$ cat src/rtl/bus_arbiter_decoder_pkg.sv
// Shared definitions for the two-master bus front end: arbiter state encoding,
// master identifiers, address-map page constants and width defaults.
package bus_pkg;

  typedef enum logic [1:0] {
    IDLE   = 2'b00,
    GNT_M0 = 2'b01,
    GNT_M1 = 2'b10
  } arb_state_t;

  typedef enum logic {
    M0 = 1'b0,
    M1 = 1'b1
  } master_t;

  localparam int unsigned DEF_ADDR_W  = 16;
  localparam int unsigned DEF_WDATA_W = 32;
  localparam int unsigned DEF_RDATA_W = 64;

  // Upper address byte selecting each slave's 256-byte window.
  localparam logic [7:0] S0_BASE = 8'h01;
  localparam logic [7:0] S1_BASE = 8'h02;

endpackage

$ cat src/rtl/bus_arbiter_decoder_addr_decoder.sv
// Slave-select decode on the bus address page plus the read-data return mux.
module bus_addr_decoder
  import bus_pkg::*;
#(
  parameter int unsigned RDATA_W = DEF_RDATA_W
) (
  input  logic [7:0]         i_addr_page,
  input  logic               i_granted,
  input  logic [RDATA_W-1:0] i_s0_dout,
  input  logic [RDATA_W-1:0] i_s1_dout,
  output logic               o_s0_sel,
  output logic               o_s1_sel,
  output logic [RDATA_W-1:0] o_m_din
);

  logic w_s0_hit;
  logic w_s1_hit;

  assign w_s0_hit = (i_addr_page == S0_BASE);
  assign w_s1_hit = (i_addr_page == S1_BASE);

  assign o_s0_sel = i_granted & w_s0_hit;
  assign o_s1_sel = i_granted & w_s1_hit;

  // Unmapped pages select nothing, so reads return zero.
  always_comb begin
    o_m_din = '0;
    if (o_s0_sel) begin
      o_m_din = i_s0_dout;
    end else if (o_s1_sel) begin
      o_m_din = i_s1_dout;
    end
  end

endmodule

$ cat src/rtl/bus_arbiter_decoder.sv
// Two-master bus arbiter, bus mux and slave decode; define BUS_ARB_ROUND_ROBIN_EN
// to break simultaneous IDLE contests by last grant instead of fixed M0 priority.
module bus_arbiter_decoder
  import bus_pkg::*;
#(
  parameter int unsigned ADDR_W  = DEF_ADDR_W,
  parameter int unsigned WDATA_W = DEF_WDATA_W,
  parameter int unsigned RDATA_W = DEF_RDATA_W
) (
  input  logic               Clk,
  input  logic               Reset_n,
  input  logic               m0_req,
  input  logic               m1_req,
  input  logic               m0_wr,
  input  logic               m1_wr,
  input  logic [ADDR_W-1:0]  m0_addr,
  input  logic [ADDR_W-1:0]  m1_addr,
  input  logic [WDATA_W-1:0] m0_dout,
  input  logic [WDATA_W-1:0] m1_dout,
  output logic               m0_grant,
  output logic               m1_grant,
  output logic [RDATA_W-1:0] m_din,
  output logic               S_wr,
  output logic [ADDR_W-1:0]  S_addr,
  output logic [WDATA_W-1:0] s_din,
  output logic               s0_sel,
  output logic               s1_sel,
  input  logic [RDATA_W-1:0] s0_dout,
  input  logic [RDATA_W-1:0] s1_dout
);

  arb_state_t         r_state;
  arb_state_t         w_next;
  logic               r_m0_grant;
  logic               r_m1_grant;
  logic               w_granted;
  logic               w_s_wr;
  logic [ADDR_W-1:0]  w_s_addr;
  logic [WDATA_W-1:0] w_s_din;

`ifdef BUS_ARB_ROUND_ROBIN_EN
  master_t r_last_gnt;
`endif

  always_comb begin
    w_next = r_state;
    case (r_state)
      IDLE: begin
`ifdef BUS_ARB_ROUND_ROBIN_EN
        if (m0_req && m1_req) begin
          w_next = (r_last_gnt == M0) ? GNT_M1 : GNT_M0;
        end else if (m0_req) begin
          w_next = GNT_M0;
        end else if (m1_req) begin
          w_next = GNT_M1;
        end
`else
        if (m0_req) begin
          w_next = GNT_M0;
        end else if (m1_req) begin
          w_next = GNT_M1;
        end
`endif
      end
      GNT_M0: begin
        if (!m0_req) begin
          w_next = m1_req ? GNT_M1 : IDLE;
        end
      end
      GNT_M1: begin
        if (!m1_req) begin
          w_next = m0_req ? GNT_M0 : IDLE;
        end
      end
      default: w_next = IDLE;
    endcase
  end

  // Grant flops are loaded from the next-state decode so they always equal a
  // decode of r_state, while still coming straight from registers.
  always_ff @(posedge Clk) begin
    if (!Reset_n) begin
      r_state    <= IDLE;
      r_m0_grant <= 1'b0;
      r_m1_grant <= 1'b0;
`ifdef BUS_ARB_ROUND_ROBIN_EN
      r_last_gnt <= M1;
`endif
    end else begin
      r_state    <= w_next;
      r_m0_grant <= (w_next == GNT_M0);
      r_m1_grant <= (w_next == GNT_M1);
`ifdef BUS_ARB_ROUND_ROBIN_EN
      if (w_next == GNT_M0) begin
        r_last_gnt <= M0;
      end else if (w_next == GNT_M1) begin
        r_last_gnt <= M1;
      end
`endif
    end
  end

  always_comb begin
    w_s_wr   = 1'b0;
    w_s_addr = '0;
    w_s_din  = '0;
    case (r_state)
      GNT_M0: begin
        w_s_wr   = m0_wr;
        w_s_addr = m0_addr;
        w_s_din  = m0_dout;
      end
      GNT_M1: begin
        w_s_wr   = m1_wr;
        w_s_addr = m1_addr;
        w_s_din  = m1_dout;
      end
      default: ;
    endcase
  end

  assign w_granted = (r_state != IDLE);

  bus_addr_decoder #(
    .RDATA_W (RDATA_W)
  ) u_addr_decoder (
    .i_addr_page (w_s_addr[ADDR_W-1 -: 8]),
    .i_granted   (w_granted),
    .i_s0_dout   (s0_dout),
    .i_s1_dout   (s1_dout),
    .o_s0_sel    (s0_sel),
    .o_s1_sel    (s1_sel),
    .o_m_din     (m_din)
  );

  assign m0_grant = r_m0_grant;
  assign m1_grant = r_m1_grant;
  assign S_wr     = w_s_wr;
  assign S_addr   = w_s_addr;
  assign s_din    = w_s_din;

endmodule

$ cat config.mk
export PLATFORM = sky130hd
export DESIGN_NAME = bus_arbiter_decoder
export DESIGN_NICKNAME = d
export VERILOG_FILES = /design/src/rtl/bus_arbiter_decoder_pkg.sv /design/src/rtl/bus_arbiter_decoder_addr_decoder.sv /design/src/rtl/bus_arbiter_decoder.sv
export SDC_FILE = /design/constraint.sdc
export NUM_CORES = 1
export LEC_CHECK = 0
export CAP_MARGIN = 20
export CORE_AREA = 2 2 136 138
export DETAILED_ROUTE_END_ITERATION = 7
export DIE_AREA = 0 0 138 140
export PLACE_DENSITY = 0.53
export SETUP_SLACK_MARGIN = 0.1
export SLEW_MARGIN = 15
export SYNTH_ARGS = -nofsm -noshare
export SYNTH_HDL_FRONTEND = slang
export SYNTH_HIERARCHICAL = 1
export SYNTH_SLANG_ARGS = --single-unit
$ cat constraint.sdc
create_clock -name Clk -period 2.5 [get_ports Clk]
set_input_delay 0.25 -clock Clk [delete_from_list [all_inputs] [get_ports Clk]]
set_output_delay 0.25 -clock Clk [all_outputs]
set_load 0.005 [all_outputs]
Yosys cells after proc, flatten, opt, wreduce, memory -nomap -nowiden:

Cells that the tools add are included.

* equal/unequal tests: 6
* muxes and demuxes: 12
* bitwise gates (word level): 2
* reduce and logical (&&, ||, !) cells: 2

Operators by type and width (count)
* $mux W64: 2
* $pmux W32 S2: 1
* $pmux W16 S2: 1
* $mux W2: 5
* $eq A8 B1 Y1 const B: 1
* $eq A8 B2 Y1 const B: 1
* $pmux W2 S3: 1
* $eq A2 B1 Y1 const B: 2
* $eq A2 B2 Y1 const B: 2
* $and A1 B1 Y1: 2
* $logic_not A2 Y1: 1
* $pmux W1 S2: 1
* $reduce_bool A2 Y1: 1
* $mux W1: 1

* bits in registers: 4
* output and inout port bits: 117
* logic and storage cells: 25

Longest topological paths before layout:

* word-level depth: 6
* gate-level depth with buffers: 10
* gate-level depth less buffers: 6

Modules after synthesis:

Netlist, hierarchy kept.

Modules (own cells, without submodules)
* bus_addr_decoder: instances 1, cells each 239, area an instance 1881.8 µm², seq. area each 0.0 µm²
* bus_arbiter_decoder: instances 1, cells each 142, area an instance 1018.5 µm², seq. area each 80.1 µm²

Worst setup path before layout:

No wires, ideal clock.

* path type: register to output
* from: register r_state[1]
* to: output m_din[0]
* arrival: 2397 ps
* required time: 2250 ps
* slack: -147 ps
* cell stages (with the launch flop): 10
* path buffers: 4
* path through: dfxtp_1 > inv_1 > ha_1 > clkbuf_1 > clkbuf_1 > nor2b_1 > buf_2 > buf_1 > nand3b_1 > a211oi_1

* longest elaborated chain between the ends: 6
* elaborated cells on any way between the ends: 10
* classes of those cells: 4 x eq/ne; 3 x mux; 2 x bitwise; 1 x reduce/logical

Ends and longest elaborated chain
* from (decl): line bus_arbiter_decoder.sv:32 `arb_state_t r_state;`
* from (signal assigned): line bus_arbiter_decoder.sv:90 `r_state <= w_next;`
* $eq A2 B2 Y1 / $eq A2 B1 Y1 (equally long branches): line bus_arbiter_decoder.sv:107 `case (r_state)`
* $pmux W16 S2 (*): line bus_arbiter_decoder.sv:107
* named net S_addr[9]: line bus_arbiter_decoder.sv:24 `output logic [ADDR_W-1:0] S_addr,`
* $eq A8 B2 Y1: line bus_arbiter_decoder_addr_decoder.sv:20 `assign w_s1_hit = (i_addr_page == S1_BASE);`
* $and A1 B1 Y1: line bus_arbiter_decoder_addr_decoder.sv:23 `assign o_s1_sel = i_granted & w_s1_hit;`
* $mux W64: line bus_arbiter_decoder_addr_decoder.sv:30 `end else if (o_s1_sel) begin`
* $mux W64 (*): line bus_arbiter_decoder_addr_decoder.sv:28 `if (o_s0_sel) begin`
* to (decl): line bus_arbiter_decoder.sv:22 `output logic [RDATA_W-1:0] m_din,`

Mark *: on every way through the listed nets, which the timed path passes. The rest lies on a longest branch.

Worst setup path in the final report:

* from: register r_state[1]
* to: output m_din[17]

* longest elaborated chain between the ends: 6
* elaborated cells on any way between the ends: 10
* classes of those cells: 4 x eq/ne; 3 x mux; 2 x bitwise; 1 x reduce/logical

Ends and longest elaborated chain (line)
* $eq A2 B2 Y1 / $eq A2 B1 Y1 (equally long branches): bus_arbiter_decoder.sv:107
* $pmux W16 S2: bus_arbiter_decoder.sv:107
* $eq A8 B2 Y1: bus_arbiter_decoder_addr_decoder.sv:20
* $and A1 B1 Y1: bus_arbiter_decoder_addr_decoder.sv:23
* $mux W64: bus_arbiter_decoder_addr_decoder.sv:30
* $mux W64 (*): bus_arbiter_decoder_addr_decoder.sv:28

Mark *: on every way between the ends. The rest lies on a longest branch, timed or not.

==> qor.csv <==
stage,metric,value,unit
power,leakage power,2.83,nW
clock_tree,Worst-Skew Late Latency,0.23,ns
cells_and_area,finished layout cell area,7670,µm²
timing,f_max,0.370,GHz
worst_setup_path,"CP delay by family, top",simple AND/OR/NAND/NOR gates,
timing,Slew @ Worst Pin,0.361,ns
global_routing,vias in the first global route,5025,
timing,Tmin final,2.70,ns
place,Final Wtd Congestion,0.795,
clock_tree,Max Buffers Root-to-Sink,2,
run,MaxCap Viol Count,0,
yosys,Synth Area per Inst,7.61,µm²
worst_setup_path,Critical Path Sink Type,output port,
global_routing,initial antenna violation count,0,
floorplanning,initial core utilization,0.163,
power,Reg power frac,0.036,
worst_setup_path,crit path DAT,2.45,ns
power,Cell Pwr Density,287,nW/µm²
worst_setup_path,Critical Path RT,2.25,ns
yosys,post-synthesis cell count,381,
route,DR WL met2,9930,µm
route,first-pass iteration count of the detailed router,4,
timing,Max Slew Vio Count,0,
worst_setup_path,Worst Path Max Fanout,8,
cells_and_area,share of layout cells above drive strength 1,0.322,
clock_tree,cts hold-fix bufs,0,
place,Placed Area,6900,µm²
worst_setup_path,"slowest stage delay, CP",0.67,ns
yosys,"count leader, synth",nand3b_1,
worst_setup_path,critical path startpoint category,register,
worst_setup_path,Worst Setup Path Type,register to output port,
yosys,Yosys reg bits,4,
floorplanning,Die H,140,µm
yosys,synth top area cells,"nand3b_1 33%, a211oi_2 17%, a22oi_1 13%",
timing,Fin Hold WS,0.705,ns
yosys,Yosys Warn Count,6,
route,Final ANT Viol Nets,0,
clock_tree,CTS tree,done,
route,DR DRC count,0,
place,Inst Count DP,944,
power,Combinational Power Share,0.844,
route,routed vias,4751,
cells_and_area,fin util,0.431,
yosys,Synth async-reset ratio,0,
timing,RSZ-0062 raised after global routing,yes,
cells_and_area,# diodes,0,
timing,slew margin rel.,0.759,
yosys,Synth cell types,30,
worst_setup_path,r2r setup slk,0.93,ns
worst_setup_path,slowest cell on the critical path,or4b_4,
global_routing,largest net degree at the start of global routing,38,
timing,Final Worst Setup Slack,-0.204,ns
worst_setup_path,RR Endpoint,m0_grant,
min_path,Hold EP,m1_grant,
place,post-DP HPWL,13400,µm
route,Starting DRT DRC Count,131,
min_path,min-delay src,Reset_n,
worst_setup_path,reg2reg path depth,7,
yosys,"EDFF count, synth",0,
outcome,failing checks,negative setup slack,
place,IO Port Bufs,346,
clock_tree,clock transition at the registers of the reported paths,0.03,ns
outcome,outcome,"finished, violations left",
global_routing,overflow left after global routing,0,
route,Highest Signal Layer,met4,
floorplanning,DIE AREA,19300,µm²
clock_tree,clock root buffer,clkbuf_16,
route,Routed wire per std cell,19.4,µm
timing,skew final,0.00462,ns
power,total power,2.20,mW
power,Max VDD drop,195,µV
power,Sw Pwr,0.815,mW
floorplanning,Die W,138,µm
cells_and_area,Syn-to-layout area delta,164,%
clock_tree,TritonCTS buffer count,3,
route,Via-to-Cell Ratio,4.79,
yosys,"area leader, netlist",nand3b_1,
worst_setup_path,crit-path cells,"inv_4, ha_4, a22oi_2, nor2b_2, or4b_4, buf_12, buf_16, a211oi_4, buf_2",
min_path,min-delay worst type,input pin to register,
yosys,mapped cell area,2900,µm²
cells_and_area,fin cells,991,
timing,Setup TNS Final,-7.89,ns
timing,final setup fails,67,
place,Post-Place Setup Slack,-0.377,ns
worst_setup_path,worst r2r src,r_state[0],
power,Clock power frac,0.120,
power,Switching Share,0.371,
yosys,most common flop cell mapped by yosys,dfxtp_1,
route,WL met1,7420,µm
floorplanning,core area,17800,µm²
cells_and_area,fill count,1736,
worst_setup_path,Buf/Inv on CP,4,
global_routing,first-pass GRT wire length,29200,µm
power,internal cell power,1.38,mW
yosys,commonest cells in the synthesized netlist,"128 x nand3b_1, 49 x a22oi_1, 49 x nor2b_1",
yosys,area share of the largest cell type after synthesis,0.331,
yosys,Synthesized Nets,616,
route,routed length on met3,1440,µm
floorplanning,IO Pins,347,
timing,period utilization,1.08,
clock_tree,clock sinks,4,
timing,Fin. Hold Viols,0,
floorplanning,Site Rows,49,
clock_tree,htree depth,1,
cells_and_area,# nets final,998,
yosys,"Seq/Total Area, Yosys",0.0276,
min_path,hold depth,3,
global_routing,Tot GR Track Use,0.188,
route,WL final,19200,µm
==> flip-flops by register name, indices dropped and copies added (netlist names) <==
signal,count
m1_grant,1
r_state,2
m0_grant,1
==> power groups by stage <==
stage / registers, mW / clock network [mW] / logic (mW)
2_1_floorplan: 0.0790 / 0 / 0.595
3_3_place_gp: 0.0761 / 0 / 1.33
3_5_place_dp: 0.0769 / 0 / 1.35
4_1_cts: 0.0788 / 0.269 / 1.86
5_1_grt: 0.0801 / 0.274 / 1.97
6_report: 0.0790 / 0.263 / 1.86
==> how the worst max path moves through the flow <==
| stage | startpoint | to | slack (ns) | depth (start not counted) |
|---|---|---|---|---|
| after floorplan | r_state[0] | m_din[10] | 0.12 | 10 |
| after global placement | m1_addr[14] | s0_sel | -0.36 | 7 |
| after detailed placement | r_state[1] | m_din[51] | -0.38 | 8 |
| after CTS | r_state[0] | m_din[17] | -0.22 | 9 |
| after global routing | r_state[0] | m_din[17] | -0.30 | 9 |
| final | r_state[1] | m_din[17] | -0.20 | 9 |
==> worst min-delay path: cells and delay by family <==
family / cells / cell delay (ns)
buffers and inverters: 1 / 0.42
AND/OR/NAND/NOR: 2 / 0.20
==> cell type report <==
cell class,count,area [µm²],area share
Clock buffer,4,78.8,0.0103
Inverter,4,20.0,0.00261
Multi-Input combinational cell,315,2810,0.366
Sequential cell,4,87.6,0.0114
Tap cell,229,287,0.0374
Timing Repair Buffer,435,4380,0.572
==> kinds of logic (layout without fill, tap and decap cells) <==
family,after synthesis,in the layout,synth area share
AOI/OAI and AO/OA,117,117,0.376
adders and majority gates,5,5,0.0216
buffers and inverters,62,443,0.0979
DFF,4,4,0.0276
muxes,2,2,0.00906
and+or+nand+nor,191,191,0.468
==> metal layers <==
metal,vias to the layer above,GRT usage
li1,2226,-
met2,257,0.357
met3,28,0.0410
met1,2240,0.214
met4,0,0.0456
met5,-,0
==> placed cells by master, fill, tap and decap left out, types with 2 or more instances in the layout <==
master | synthesis | final
a211oi_1 | 24 | 2
a211oi_2 | 40 | 58
a211oi_4 | 0 | 4
a22oi_1 | 49 | 41
a22oi_2 | 0 | 8
buf_12 | 0 | 18
buf_16 | 0 | 10
buf_2 | 11 | 66
buf_4 | 0 | 41
buf_6 | 5 | 14
buf_8 | 0 | 4
bufbuf_16 | 0 | 2
clkbuf_16 | 0 | 3
clkdlybuf4s50_1 | 0 | 261
dfxtp_1 | 4 | 2
dfxtp_4 | 0 | 2
dlygate4sd2_1 | 0 | 6
dlymetal6s2s_1 | 0 | 13
ha_1 | 5 | 2
ha_4 | 0 | 3
inv_1 | 4 | 2
inv_4 | 0 | 2
nand2_1 | 2 | 2
nand3_1 | 2 | 2
nand3b_1 | 128 | 128
nor2b_1 | 49 | 45
nor2b_2 | 0 | 2
nor2b_4 | 0 | 2
==> repair_timing <==
| item | CTS | global route |
|---|---|---|
| resized for setup | 339 | 38 |
| cloned | 12 | 0 |
| setup buffers | 28 | 6 |
| pin swaps | 34 | 42 |
| endpoints found under the setup margin | 87 | 95 |
Note: power is estimated with default switching activity, not from simulation.
